==> config.mk <==
export PLATFORM = sky130hd
export DESIGN_NAME = instr_fetch
export DESIGN_NICKNAME = d
export VERILOG_FILES = /design/src/rtl/instr_fetch_pkg.sv /design/src/rtl/instr_fetch_pc_reg.sv /design/src/rtl/instr_fetch.sv
export SDC_FILE = /design/constraint.sdc
export NUM_CORES = 1
export LEC_CHECK = 0
export BUFFER_PORTS_ARGS = -buffer_cell sky130_fd_sc_hd__buf_2
export CORE_MARGIN = 10
export CORE_UTILIZATION = 45
export DETAILED_ROUTE_END_ITERATION = 10
export PLACE_DENSITY_LB_ADDON = 0.15
export SLEW_MARGIN = 20
export SYNTH_ARGS = -nofsm -noshare
export SYNTH_HDL_FRONTEND = slang
export SYNTH_HIERARCHICAL = 1
export SYNTH_SLANG_ARGS = --single-unit
export TNS_END_PERCENT = 30
==> constraint.sdc <==
create_clock -name clk -period 2.8 [get_ports clk]
set_input_delay 0.56 -clock clk [delete_from_list [all_inputs] [get_ports clk]]
set_output_delay 0.56 -clock clk [all_outputs]
set_load 0.005 [all_outputs]
==> src/rtl/instr_fetch_pkg.sv <==
// rtl/instr_fetch_pkg.sv - shared widths, reset PC and FSM state type for the fetch stage
package instr_fetch_pkg;
  localparam int ADDR_W  = 19;
  localparam int INSTR_W = 19;
  localparam logic [ADDR_W-1:0] RESET_PC_DEFAULT = 19'h00000;

  typedef enum logic [1:0] {RST, REQ, WAIT, HOLD} fetch_state_t;
endpackage

==> src/rtl/instr_fetch_pc_reg.sv <==
// rtl/instr_fetch_pc_reg.sv - program counter with redirect mux and wrapping +1 incrementer
module fetch_pc_reg
  import instr_fetch_pkg::*;
#(
  parameter int            W        = ADDR_W,
  parameter logic [W-1:0]  RESET_PC = RESET_PC_DEFAULT
) (
  input  logic         clk,
  input  logic         reset_n,
  input  logic         i_redirect,
  input  logic [W-1:0] i_target,
  input  logic         i_incr,
  output logic [W-1:0] o_pc
);
  logic [W-1:0] r_pc;

  // Redirect wins over increment; the add wraps naturally at 2^W.
  always_ff @(posedge clk or negedge reset_n) begin
    if (!reset_n) begin
      r_pc <= RESET_PC;
    end else if (i_redirect) begin
      r_pc <= i_target;
    end else if (i_incr) begin
      r_pc <= r_pc + 1'b1;
    end
  end

  assign o_pc = r_pc;
endmodule

==> src/rtl/instr_fetch.sv <==
// rtl/instr_fetch.sv - fetch FSM: one outstanding imem request, squash on redirect, decode handshake
module instr_fetch #(
  parameter int                   ADDR_W   = instr_fetch_pkg::ADDR_W,
  parameter int                   INSTR_W  = instr_fetch_pkg::INSTR_W,
  parameter logic [ADDR_W-1:0]    RESET_PC = instr_fetch_pkg::RESET_PC_DEFAULT
) (
  input  logic               clk,
  input  logic               reset_n,
  input  logic               branch_taken_i,
  input  logic [ADDR_W-1:0]  branch_target_i,
  output logic               imem_req_o,
  output logic [ADDR_W-1:0]  imem_addr_o,
  input  logic               imem_rsp_valid_i,
  input  logic [INSTR_W-1:0] imem_rsp_data_i,
  output logic               instr_valid_o,
  output logic [INSTR_W-1:0] instr_o,
  output logic [ADDR_W-1:0]  instr_pc_o,
  input  logic               instr_ready_i
);
  import instr_fetch_pkg::*;

  fetch_state_t       r_state;
  fetch_state_t       w_state_d;
  logic               r_squash;
  logic               w_squash_d;
  logic               r_valid;
  logic               w_valid_d;
  logic               r_req;
  logic               w_redirect;
  logic               w_incr;
  logic               w_capture;
  logic [INSTR_W-1:0] r_instr;
  logic [ADDR_W-1:0]  r_instr_pc;
  logic [ADDR_W-1:0]  w_pc;

  fetch_pc_reg #(
    .W        (ADDR_W),
    .RESET_PC (RESET_PC)
  ) u_pc (
    .clk        (clk),
    .reset_n    (reset_n),
    .i_redirect (w_redirect),
    .i_target   (branch_target_i),
    .i_incr     (w_incr),
    .o_pc       (w_pc)
  );

  always_ff @(posedge clk or negedge reset_n) begin
    if (!reset_n) begin
      r_state    <= RST;
      r_squash   <= 1'b0;
      r_valid    <= 1'b0;
      r_req      <= 1'b0;
      r_instr    <= '0;
      r_instr_pc <= '0;
    end else begin
      r_state  <= w_state_d;
      r_squash <= w_squash_d;
      r_valid  <= w_valid_d;
      r_req    <= (w_state_d == REQ);
      if (w_capture) begin
        r_instr    <= imem_rsp_data_i;
        r_instr_pc <= w_pc;
      end
    end
  end

  always_comb begin
    w_state_d  = r_state;
    w_squash_d = r_squash;
    w_valid_d  = r_valid;
    w_redirect = 1'b0;
    w_incr     = 1'b0;
    w_capture  = 1'b0;
    unique case (r_state)
      RST: w_state_d = REQ;
      REQ: begin
        w_state_d = WAIT;
        if (branch_taken_i) begin
          w_redirect = 1'b1;
          w_squash_d = 1'b1;
        end
      end
      WAIT: begin
        // A response in the redirect cycle is dropped outright, so no squash is needed.
        if (branch_taken_i) begin
          w_redirect = 1'b1;
          if (imem_rsp_valid_i) begin
            w_squash_d = 1'b0;
            w_state_d  = REQ;
          end else begin
            w_squash_d = 1'b1;
          end
        end else if (imem_rsp_valid_i) begin
          if (r_squash) begin
            w_squash_d = 1'b0;
            w_state_d  = REQ;
          end else begin
            w_capture = 1'b1;
            w_incr    = 1'b1;
            w_valid_d = 1'b1;
            w_state_d = HOLD;
          end
        end
      end
      HOLD: begin
        if (branch_taken_i) begin
          w_redirect = 1'b1;
          w_valid_d  = 1'b0;
          w_state_d  = REQ;
        end else if (instr_ready_i) begin
          w_valid_d = 1'b0;
          w_state_d = REQ;
        end
      end
      default: w_state_d = RST;
    endcase
  end

  assign imem_req_o    = r_req;
  assign imem_addr_o   = w_pc;
  assign instr_valid_o = r_valid;
  assign instr_o       = r_instr;
  assign instr_pc_o    = r_instr_pc;
endmodule

* Word-level counts from Yosys, hierarchy flattened
Index checks and enable logic that the tools add are counted.
W data, S select, Z words.
** Word-level totals
- Output and inout port bits :: 59
- Input port bits :: 43
- Logic and storage cells :: 51
- Bits in registers :: 62
** Cells by class
- Multiplexer cells :: 26
- Reductions and logical operators :: 7
- Eq/ne operators :: 10
- Add/sub/neg operators :: 1
** Operators with widths (count)
- $mux W19 :: 2
- $add A19 B1 Y19 const B :: 1
- $mux W1 :: 15
- $mux W2 :: 6
- $ne A2 B2 Y1 const B :: 4
- $pmux W2 S4 :: 1
- $ne A3 B3 Y1 const B :: 2
- $reduce_bool A2 Y1 :: 3
- $reduce_and A5 Y1 :: 1
- $eq A2 B1 Y1 const B :: 2
- $eq A2 B2 Y1 const B :: 2
- $pmux W1 S2 :: 2
- $reduce_and A3 Y1 :: 1
- $reduce_or A3 Y1 :: 1
- $logic_not A2 Y1 :: 1

* Logic depth before layout (Yosys ltp)
Gate-level depths: netlist (run 1).
- Depth after elaboration :: 6
- Mapped depth :: 10
- Gate-level depth less buffers :: 7

* By module
Netlist (run 1), hierarchy kept.
** Modules (own cells, without submodules)
- instr_fetch :: area each 1825.5 um^2, cells an instance 103, seq. area each 1076.0 um^2, times used 1
- fetch_pc_reg :: area each 1088.5 um^2, cells an instance 117, seq. area each 475.5 um^2, times used 1

* Worst setup path before layout (run 1)
Ideal clock, no wire load.
- Kind :: flip-flop to flip-flop
- Start point :: register r_state[0]
- End point :: register u_pc.r_pc[17], in the netlist u_pc/o_pc[17]
- Data required time :: 2718 ps
- Data arrival time :: 2173 ps
- Setup time :: 82 ps
- Clock period less this slack :: 2255 ps
- Path buffers :: 3
- Slack :: 545 ps
- Cell stages (with the launch flop) :: 11
- Path through :: dfrtp_1 > buf_6 > nor3b_4 > nand3b_4 > buf_6 > inv_1 > and4_1 > buf_6 > nand3_4 > or4_1 > a31oi_1
** On the way
- Elaborated cells on any way between the ends :: 8
- Classes of those cells :: eq/ne (3); mux (3); reduce/logical (2)
** RTL lines
- start: declaration :: line instr_fetch.sv:22 : fetch_state_t r_state;
- start signal: assignment :: line instr_fetch.sv:57 : r_state <= w_state_d;
- $eq A2 B2 Y1
- $mux W1
- via w_capture :: line instr_fetch.sv:31 : logic w_capture;
- $reduce_bool A2 Y1 (no source line)
- end signal: assignment :: line instr_fetch_pc_reg.sv:22 : r_pc <= i_target;
- end signal: assignment :: line instr_fetch_pc_reg.sv:24 : r_pc <= r_pc + 1'b1;
- end: declaration :: line instr_fetch_pc_reg.sv:15 : logic [W-1:0] r_pc;
The timed path passes the listed nets, and every way through them passes these cells.
A chain may end at the register's enable or synchronous reset.

* Final worst setup path (run 1)
Same ends and word-level chain as after synthesis.

==> metrics.md, run 1 <==
| Metric | Value |
|---|---|
| Initial antenna violation count | 0 |
| Clock transition at path regs | 70 ps |
| Fin crit period | 2280 ps |
| Net Sw Frac | 32.0% |
| Syn Nets | 264 |
| Class of the worst hold path | input port to asynchronous set/reset pin |
| Slew @ Worst Pin | 740 ps |
| Nets | 368 |
| Reg2reg end | u_pc/o_pc[17] |
| Maximum root-to-sink buffer count | 2 |
| DP Area | 0.00345 mm2 |
| Die area | 0.0101 mm2 |
| Final count of hold timing violations | 0 |
| Static Leak | 1.93 nW |
| GP Congestion | 0.820 |
| Mean post-synth cell area | 13.2 um2 |
| Chip Width | 100 um |
| Combinational Power Share | 34.4% |
| Worst-path maximum fanout | 7 |
| Post-synthesis cell count | 220 |
| Synthesized flop and latch total | 62 |
| Mapped Area | 0.00291 mm2 |
| ANT cells | 0 |
| R2R cell count | 7 |
| Share of layout cells above drive strength 1 | 49.2% |
| Layout area overhead | 25.4% |
| Status | completed |
| Chip Height | 100 um |
| Post-route cell area | 0.00365 mm2 |
| Total CTS buffers | 9 |
| Int Pwr | 2.53 mW |
| R2R setup slack | 520 ps |
| Drt pass-1 iters | 4 |
| Data arrival, critical path | 2530 ps |
| Final Skew | 5.60 ps |
| Vias in the first global route | 2179 |
| Seq/Total Area, Yosys | 53.2% |
| RSZ-0062 raised after global routing | false |
| Period utilization | 81.4% |
| CP startpoint kind | flop |
| Setup tns final | 0 ps |
| P_sw | 1.19 mW |
| Reg-to-Reg Start | r_state[0] |
| H-tree Lvls | 3 |
| IO Count | 102 |
| Largest net degree at the start of global routing | 40 |
| IR drop worst, VDD | 0.568 mV |
| DRC violations left | 0 |
| Post-Layout Cell Count | 406 |
| Main area contributors after synthesis | dfrtp_1 53%, mux2_4 20%, buf_6 2.7%, nand2_1 2.7%, xnor2_1 2.7% |
| Wirelength per Cell | 17.0 um |
| Core Area | 0.00631 mm2 |
| Vias | 2068 |
| Detailed Place HPWL | 5040 um |
| YS warnings | 6 |
| Reg area | 0.00155 mm2 |
| Number of cells after detailed placement | 390 |
| Max Transition Viols Final | 0 |
| Crit path kind | flop to flop |
| Root buffer cell | clkbuf_8 |
| Final hold slack | 292 ps |
| Clk pwr share | 21.4% |
| EDFF count, synth | 0 |
| Clock latency on the worst-skew pair | 330 ps |
| Post-CTS sizing | 0 |
| Final setup viols | 0 |
| Most common cell after layout, fill and taps aside | buf_2 |
| Global-route wire length before repair | 11300 um |
| Crit path required time | 3050 ps |
| Async SR Flop Fraction | 100% |
| First-iteration detailed-routing DRC count | 47 |
| Vias/cell | 5.09 |
| Power Density | 1020 mW/mm2 |
| Row count | 29 |
| Yosys top cell by area | dfrtp_1 |
| Setup bufs post-CTS | 0 |
| Most frequent cells in the layout | 101 x buf_2, 62 x dfrtp_1, 38 x mux2_4, 21 x nand2_1, 15 x o21ai_0 |
| Post-synth top area share | 53.2% |
| Layout fillers | 576 |
| Most used DFF post-synth | dfrtp_1 |
| WL final | 6910 um |
| Slew margin rel. | 50.6% |
| Area of the multi-input gates | 0.00124 mm2 |
| CP Capture Type | flop |
| Fmax | 0.439 GHz |
| PortBufs | 101 |
| Distinct cells, synth | 38 |
| Global route total overflow | 0 |
| Initial Util | 46.2% |
| Sequential Power Share | 44.2% |
| Hold-fix buffers, CTS | 0 |
| GRT Total Usage | 14.0% |
| Clock Sinks | 62 |
| Post-route ant nets | 0 |
| Max-cap viol count | 0 |
| CTS tree | yes |
[area by class of cell]
| cell class | count | share of cell area [%] |
|---|---|---|
| multi-input cells | 141 | 34.0 |
| repair buffers | 104 | 14.8 |
| clock buffers | 12 | 4.25 |
| clock inverters | 4 | 1.23 |
| well taps | 77 | 2.64 |
| flip-flops and latches | 62 | 42.5 |
| inverters | 6 | 0.616 |
[metal layers]
| metal | track usage, % | up-vias | wire length [um] | share of wire (%) |
|---|---|---|---|---|
| met5 | 0 | - | 0 | 0 |
| met4 | 5.87 | 0 | 67 | 0.97 |
| met3 | 5.08 | 7 | 554 | 8.0 |
| met2 | 19.9 | 76 | 3030 | 44 |
| met1 | 18.7 | 998 | 3250 | 47 |
| li1 | - | 987 | - | - |
[power by group through the flow]
stage	clock network [mW]	registers [mW]	logic, mW
after floorplan	0	1.62	0.759
after global placement	0	1.64	1.29
after detailed placement	0	1.66	1.31
after CTS	0.823	1.65	1.32
after global routing	0.859	1.72	1.43
final	0.799	1.64	1.28
[flip-flops by register name, indices dropped and copies added (netlist names)]
name	cells
instr_o	19
r_squash	1
instr_valid_o	1
r_state	2
instr_pc_o	19
imem_req_o	1
u_pc/o_pc	19
[how the worst max path moves through the flow]
stage / to / startpoint / cells past startpoint
floorplan: u_pc/o_pc[17] / r_state[0] / 10
global placement: u_pc/o_pc[17] / branch_taken_i / 7
detailed placement: u_pc/o_pc[17] / branch_taken_i / 7
CTS: u_pc/o_pc[17] / r_state[0] / 7
global route: u_pc/o_pc[15] / r_state[0] / 7
finish: u_pc/o_pc[17] / r_state[0] / 7
[cell families (layout without fill, tap and decap cells)]
group / Yosys count / in the layout / synth area share, %
XOR/XNOR: 14 / 14 / 4.21
buffers and inverters: 17 / 126 / 4.12
AND/OR/NAND/NOR: 57 / 57 / 11.7
AO/OA/AOI/OAI: 28 / 28 / 5.67
multiplexers: 41 / 41 / 20.6
adder cells (fa/ha/maj): 1 / 1 / 0.429
flip-flops: 62 / 62 / 53.2
[metrics by stage]
step           util (%)  setup slack (ps)  power, mW
2_1_floorplan         -               545       2.38
3_3_place_gp       54.7               554       2.93
3_5_place_dp       54.7               526       2.97
4_1_cts            57.9               492       3.79
5_1_grt            57.9               384       4.00
6_report           57.9               520       3.72
[synth_stat cells, drive strengths merged, types with 4 or more instances]
cell type and count:
nand2 21, mux2 38, o21ai 16, xnor2 9, and4 4, buf 9
nand3 5, dfrtp 62, inv 6, nand4 6, nor2 7, xor2 5
[worst max-delay path, cell delays in order, from the launching register on]
cell	delay [ps]
dfrtp_1	470
nor3b_4	290
nand3b_4	100
inv_1	160
and4_1	420
nand3_4	110
or4_1	480
a31oi_1	170
Note: power is estimated with default switching activity, not from simulation.
==> run 2, diff against run 1 <==
==> constraint.sdc (replaced) <==
create_clock -name clk -period 2.3 [get_ports clk]
set_input_delay 0.46 -clock clk [delete_from_list [all_inputs] [get_ports clk]]
set_output_delay 0.46 -clock clk [all_outputs]
set_load 0.005 [all_outputs]
==> run 2 against run 1 <==
  * Sequential share of layout area shrank 0.26 points
  * Combinational power rose by 27%
  * Core utilization is 0.36 points higher
  * Via count about the same
  * Critical path type unchanged
  * Worst setup slack got worse by 370 ps
  * Critical path depth is the same
  * Cell area increased by 0.62%
==> metrics.md, run 2 (synthesized netlist as in run 1, its figures left out) <==
| Metric | Value |
|---|---|
| Power Total | 4.43 mW |
| Setup crit end | u_pc/o_pc[17] |
| Max-cap viol count | 0 |
| Slew margin rel. | 52.3% |
| Clock Sinks | 62 |
| P_sw | 1.43 mW |
| Fin crit period | 2150 ps |
| Post-route cell area | 0.00368 mm2 |
| Worst-path maximum fanout | 5 |
| GRT Total Usage | 14.2% |
| Slowest stage cell on the critical path | or4_1 |
| CP top delay family | simple AND/OR/NAND/NOR gates |
| Drt pass-1 iters | 4 |
| Reg2reg end | u_pc/o_pc[17] |
| CP startpoint | r_squash |
| First-iteration detailed-routing DRC count | 86 |
| Setup tns final | 0 ps |
| Most common cell after layout, fill and taps aside | buf_2 |
| Buf+Inv Stages, Crit Path | 1 |
| GP Congestion | 0.841 |
| Global route total overflow | 0 |
| CP Capture Type | flop |
| R2R cell count | 7 |
| Clk pwr share | 18.9% |
| Slew @ Worst Pin | 716 ps |
| Fmax | 0.465 GHz |
| Fin worst setup slack | 149 ps |
| Cell depth of the worst setup path | 7 |
| Clock transition at path regs | 70 ps |
| IR drop worst, VDD | 0.626 mV |
| Final Skew | 10.6 ps |
| Detailed Place HPWL | 5130 um |
| Sequential Power Share | 44.3% |
| Crit-path cells | nor3b_4 -> nand3b_4 -> inv_1 -> and4_1 -> nand3_4 -> or4_1 -> a31oi_1 |
| Vias/cell | 5.01 |
| PortBufs | 101 |
| IO Count | 102 |
| Crit path required time | 2540 ps |
| CP max stage delay | 470 ps |
| Final count of hold timing violations | 0 |
| Period utilization | 93.5% |
| Layout area overhead | 26.1% |
| Final hold slack | 332 ps |
| Final setup viols | 0 |
| DRC violations left | 0 |
| Post-Layout Cell Count | 412 |
| Post-route ant nets | 0 |
| Crit path kind | flop to flop |
| R2R setup slack | 150 ps |
| Largest net degree at the start of global routing | 40 |
| Vias | 2066 |
| Max Transition Viols Final | 0 |
| Power Density | 1210 mW/mm2 |
| H-tree Lvls | 3 |
| Most frequent cells in the layout | 101 x buf_2, 62 x dfrtp_1, 38 x mux2_4, 21 x nand2_1, 15 x o21ai_0 |
| Core Area | 0.00631 mm2 |
| Static Leak | 1.94 nW |
| Share of layout cells above drive strength 1 | 49.3% |
| Initial Util | 46.2% |
| Number of cells after detailed placement | 396 |
| ANT cells | 0 |
| Maximum root-to-sink buffer count | 2 |
| Data arrival, critical path | 2390 ps |
| Status | completed |
| Layout Utilization | 58.2% |
| Combinational Power Share | 36.9% |
| CTS tree | yes |
| Class of the worst hold path | input port to flop |
| Wirelength per Cell | 16.8 um |
| Chip Width | 100 um |
| WL final | 6920 um |
| Post-place setup slack | 163 ps |
| Reg-to-Reg Start | r_squash |
| Global-route wire length before repair | 11500 um |
| Total CTS buffers | 9 |
| Vias in the first global route | 2270 |
| RSZ-0062 raised after global routing | false |
| Net Sw Frac | 32.2% |
| Nets | 375 |
| Post-CTS sizing | 0 |
| Row count | 29 |
| Initial antenna violation count | 0 |
| Root buffer cell | clkbuf_8 |
| DP Area | 0.00350 mm2 |
| Chip Height | 100 um |
| Clock latency on the worst-skew pair | 330 ps |
| Die area | 0.0101 mm2 |
| Int Pwr | 3.01 mW |
| CP startpoint kind | flop |
[run 2: cell count changes in the layout (fill, tap and decap cells not counted), sizes merged]
cell / before / now
clkinv: 3 / 1
bufinv: 1 / 0
buf: 104 / 110
clkbuf: 12 / 14
dlygate4sd3: 0 / 1
[run 2: worst min-delay path, stage by stage]
cell	delay, ps
buf_2	70
nand2_1	40
o21ai_0	50
[run 2: what timing repair did]
item | 4_1_cts | 5_1_grt
buffers inserted | 0 | 0
hold buffers | 1 | 0
endpoints found under the setup margin | 0 | 0
hold endpoints to repair | 3 | 0
[run 2: layer usage]
metal  part of all wire, %  track usage (%)
met1                    47             19.2
met5                     0                0
met3                   8.7             5.62
met4                   1.4             5.87
met2                    43             19.8
[run 2: how the worst min path moves through the flow]
stage	depth (start not counted)	end	start
after global routing	3	u_pc/o_pc[5]	branch_target_i[5]
after detailed placement	1	instr_o[13]	reset_n
final	3	u_pc/o_pc[1]	branch_target_i[1]
after global placement	1	instr_o[13]	reset_n
after CTS	3	u_pc/o_pc[1]	branch_target_i[1]
after floorplan	0	imem_req_o	reset_n
[run 2: cell type report]
cell class	instances	area (um2)
Fill cell	547	2640
Multi-Input combinational cell	141	1240
Clock inverter	1	5.00
Clock buffer	14	163
Inverter	6	22.5
Timing Repair Buffer	111	596
Tap cell	77	96.3
Sequential cell	62	1550
[run 2: power by group through the flow]
stage	logic, mW	clock network (mW)	registers [mW]
after floorplan	0.924	0	1.98
after global placement	1.66	0	1.95
after detailed placement	1.67	0	1.98
after CTS	1.68	0.864	1.97
after global routing	1.82	0.918	2.05
final	1.63	0.837	1.96
==> run 3, diff against run 2 <==
--- a/config.mk
+++ b/config.mk
@@ -8,6 +8,7 @@
 export BUFFER_PORTS_ARGS = -buffer_cell sky130_fd_sc_hd__buf_2
 export CORE_MARGIN = 10
 export CORE_UTILIZATION = 45
+export CTS_BUF_LIST = sky130_fd_sc_hd__clkbuf_16
 export DETAILED_ROUTE_END_ITERATION = 10
 export PLACE_DENSITY_LB_ADDON = 0.15
 export SLEW_MARGIN = 20
==> run 3 against run 2 <==
  * Clock power rose by 35%
  * Total power rose by 6.7%
  * Wire length rose by 0.82%
  * Register-to-register slack barely moved
  * Critical path depth did not move
  * Cell count did not move
  * Count of clock-buffer cells in the layout fell by 5
  * Non-clock buffer count did not move
  * Sequential share of layout area fell by 0.91 points
  * Combinational power barely moved
  * Global-route usage rose by 0.13 points
  * Hold slack improved by 17 ps
==> metrics.md, run 3 (synthesized netlist as in run 1, its figures left out) <==
| Metric | Value |
|---|---|
| Status | completed |
| Row count | 29 |
| Drt pass-1 iters | 4 |
| Global route total overflow | 0 |
| GP Congestion | 0.841 |
| Initial Util | 46.2% |
| WHS Endpoint | u_pc/o_pc[1] |
| Vias/cell | 5.03 |
| Clock latency on the worst-skew pair | 320 ps |
| DRC violations left | 0 |
| Slew margin rel. | 52.2% |
| Nets | 375 |
| Sequential Power Share | 41.6% |
| Reg area | 0.00155 mm2 |
| Global-route wire length before repair | 11600 um |
| Clk pwr share | 23.8% |
| R2R setup slack | 150 ps |
| IO Count | 102 |
| Fmax | 0.466 GHz |
| Max-cap viol count | 0 |
| Vias | 2073 |
| Vias in the first global route | 2274 |
| IR drop worst, VDD | 0.731 mV |
| Share of layout cells above drive strength 1 | 48.7% |
| CTS tree | yes |
| RSZ-0062 raised after global routing | false |
| Post-route cell area | 0.00376 mm2 |
| Period utilization | 93.3% |
| Final count of hold timing violations | 0 |
| Layout fillers | 536 |
| Initial antenna violation count | 0 |
| Class of the worst hold path | input port to flop |
| Detailed Place HPWL | 5130 um |
| Final Skew | 7.88 ps |
| P_sw | 1.47 mW |
| DP Area | 0.00350 mm2 |
| Crit path kind | flop to flop |
| Min-delay src | branch_target_i[1] |
| Slew @ Worst Pin | 718 ps |
| Power Density | 1260 mW/mm2 |
| Root buffer cell | clkbuf_16 |
| Final setup viols | 0 |
| Chip Height | 100 um |
| Total CTS buffers | 9 |
| WL final | 6980 um |
| Clock transition at path regs | 50 ps |
| Combinational Power Share | 34.6% |
| Largest net degree at the start of global routing | 40 |
| Final hold slack | 349 ps |
| Net Sw Frac | 31.0% |
| First-iteration detailed-routing DRC count | 79 |
| Setup tns final | 0 ps |
| Crit path required time | 2530 ps |
| Area of the multi-input gates | 0.00124 mm2 |
| Post-route ant nets | 0 |
| H-tree Lvls | 3 |
| Layout area overhead | 28.9% |
| Max Transition Viols Final | 0 |
| Worst-path maximum fanout | 5 |
| Die area | 0.0101 mm2 |
| Most common cell after layout, fill and taps aside | buf_2 |
| Static Leak | 1.99 nW |
| CP Capture Type | flop |
| Maximum root-to-sink buffer count | 2 |
| Post-Layout Cell Count | 412 |
| Wirelength per Cell | 16.9 um |
| Worst Hold Depth | 3 |
| ANT cells | 0 |
| GRT Total Usage | 14.4% |
| Int Pwr | 3.26 mW |
| Reg2reg end | u_pc/o_pc[17] |
| Chip Width | 100 um |
| CP startpoint kind | flop |
| Core Area | 0.00631 mm2 |
| Fin crit period | 2150 ps |
| Most frequent cells in the layout | 101 x buf_2, 62 x dfrtp_1, 38 x mux2_4, 21 x nand2_1, 15 x o21ai_0 |
| Clock Sinks | 62 |
| PortBufs | 101 |
| Number of cells after detailed placement | 396 |
| R2R cell count | 7 |
| Data arrival, critical path | 2380 ps |
| Reg-to-Reg Start | r_squash |
-- run 3: worst max-delay path, stage by stage, from the launching register on --
cell      delay (ps)
dfrtp_1          410
nor3b_4          250
nand3b_4         100
inv_1            170
and4_1           390
nand3_4          110
or4_1            470
a31oi_1          170
-- run 3: cell type report --
type	count	share of cell area (%)
flip-flops and latches	62	41.3
well taps	77	2.56
multi-input cells	141	33.1
repair buffers	111	15.9
inverters	6	0.599
clock inverters	6	0.633
clock buffers	9	5.99
-- run 3: how the worst max path moves through the flow --
stage	start	to	slack (ps)
floorplan	r_state[0]	u_pc/o_pc[17]	40
global route	r_squash	u_pc/o_pc[17]	60
finish	r_squash	u_pc/o_pc[17]	150
detailed placement	r_squash	u_pc/o_pc[17]	160
global placement	branch_taken_i	u_pc/o_pc[17]	220
CTS	r_squash	u_pc/o_pc[17]	150
-- run 3: what timing repair did --
action | CTS | global route
endpoints found under the hold margin | 3 | 0
buffers inserted | 0 | 0
hold buffers | 1 | 0
gates resized for setup | 0 | 0
-- run 3: stage by stage --
step	power (mW)	setup WS [ps]	utilization [%]
after global placement	3.61	216	55.4
after floorplan	2.90	44.8	-
after detailed placement	3.65	163	55.4
after CTS	4.82	153	59.5
after global routing	5.09	56.5	59.5
final	4.73	155	59.5
-- run 3: power by group through the flow --
stage	logic, mW	registers [mW]	clock network, mW
2_1_floorplan	0.924	1.98	0
3_3_place_gp	1.66	1.95	0
3_5_place_dp	1.67	1.98	0
4_1_cts	1.68	1.97	1.16
5_1_grt	1.82	2.05	1.22
6_report	1.64	1.97	1.13
-- run 3: per-layer routing --
metal  part of all wire (%)  global-route usage (%)
met1                     46                    19.2
met2                     44                    20.1
met3                    9.3                    5.83
met4                    1.1                    5.54
met5                      0                       0
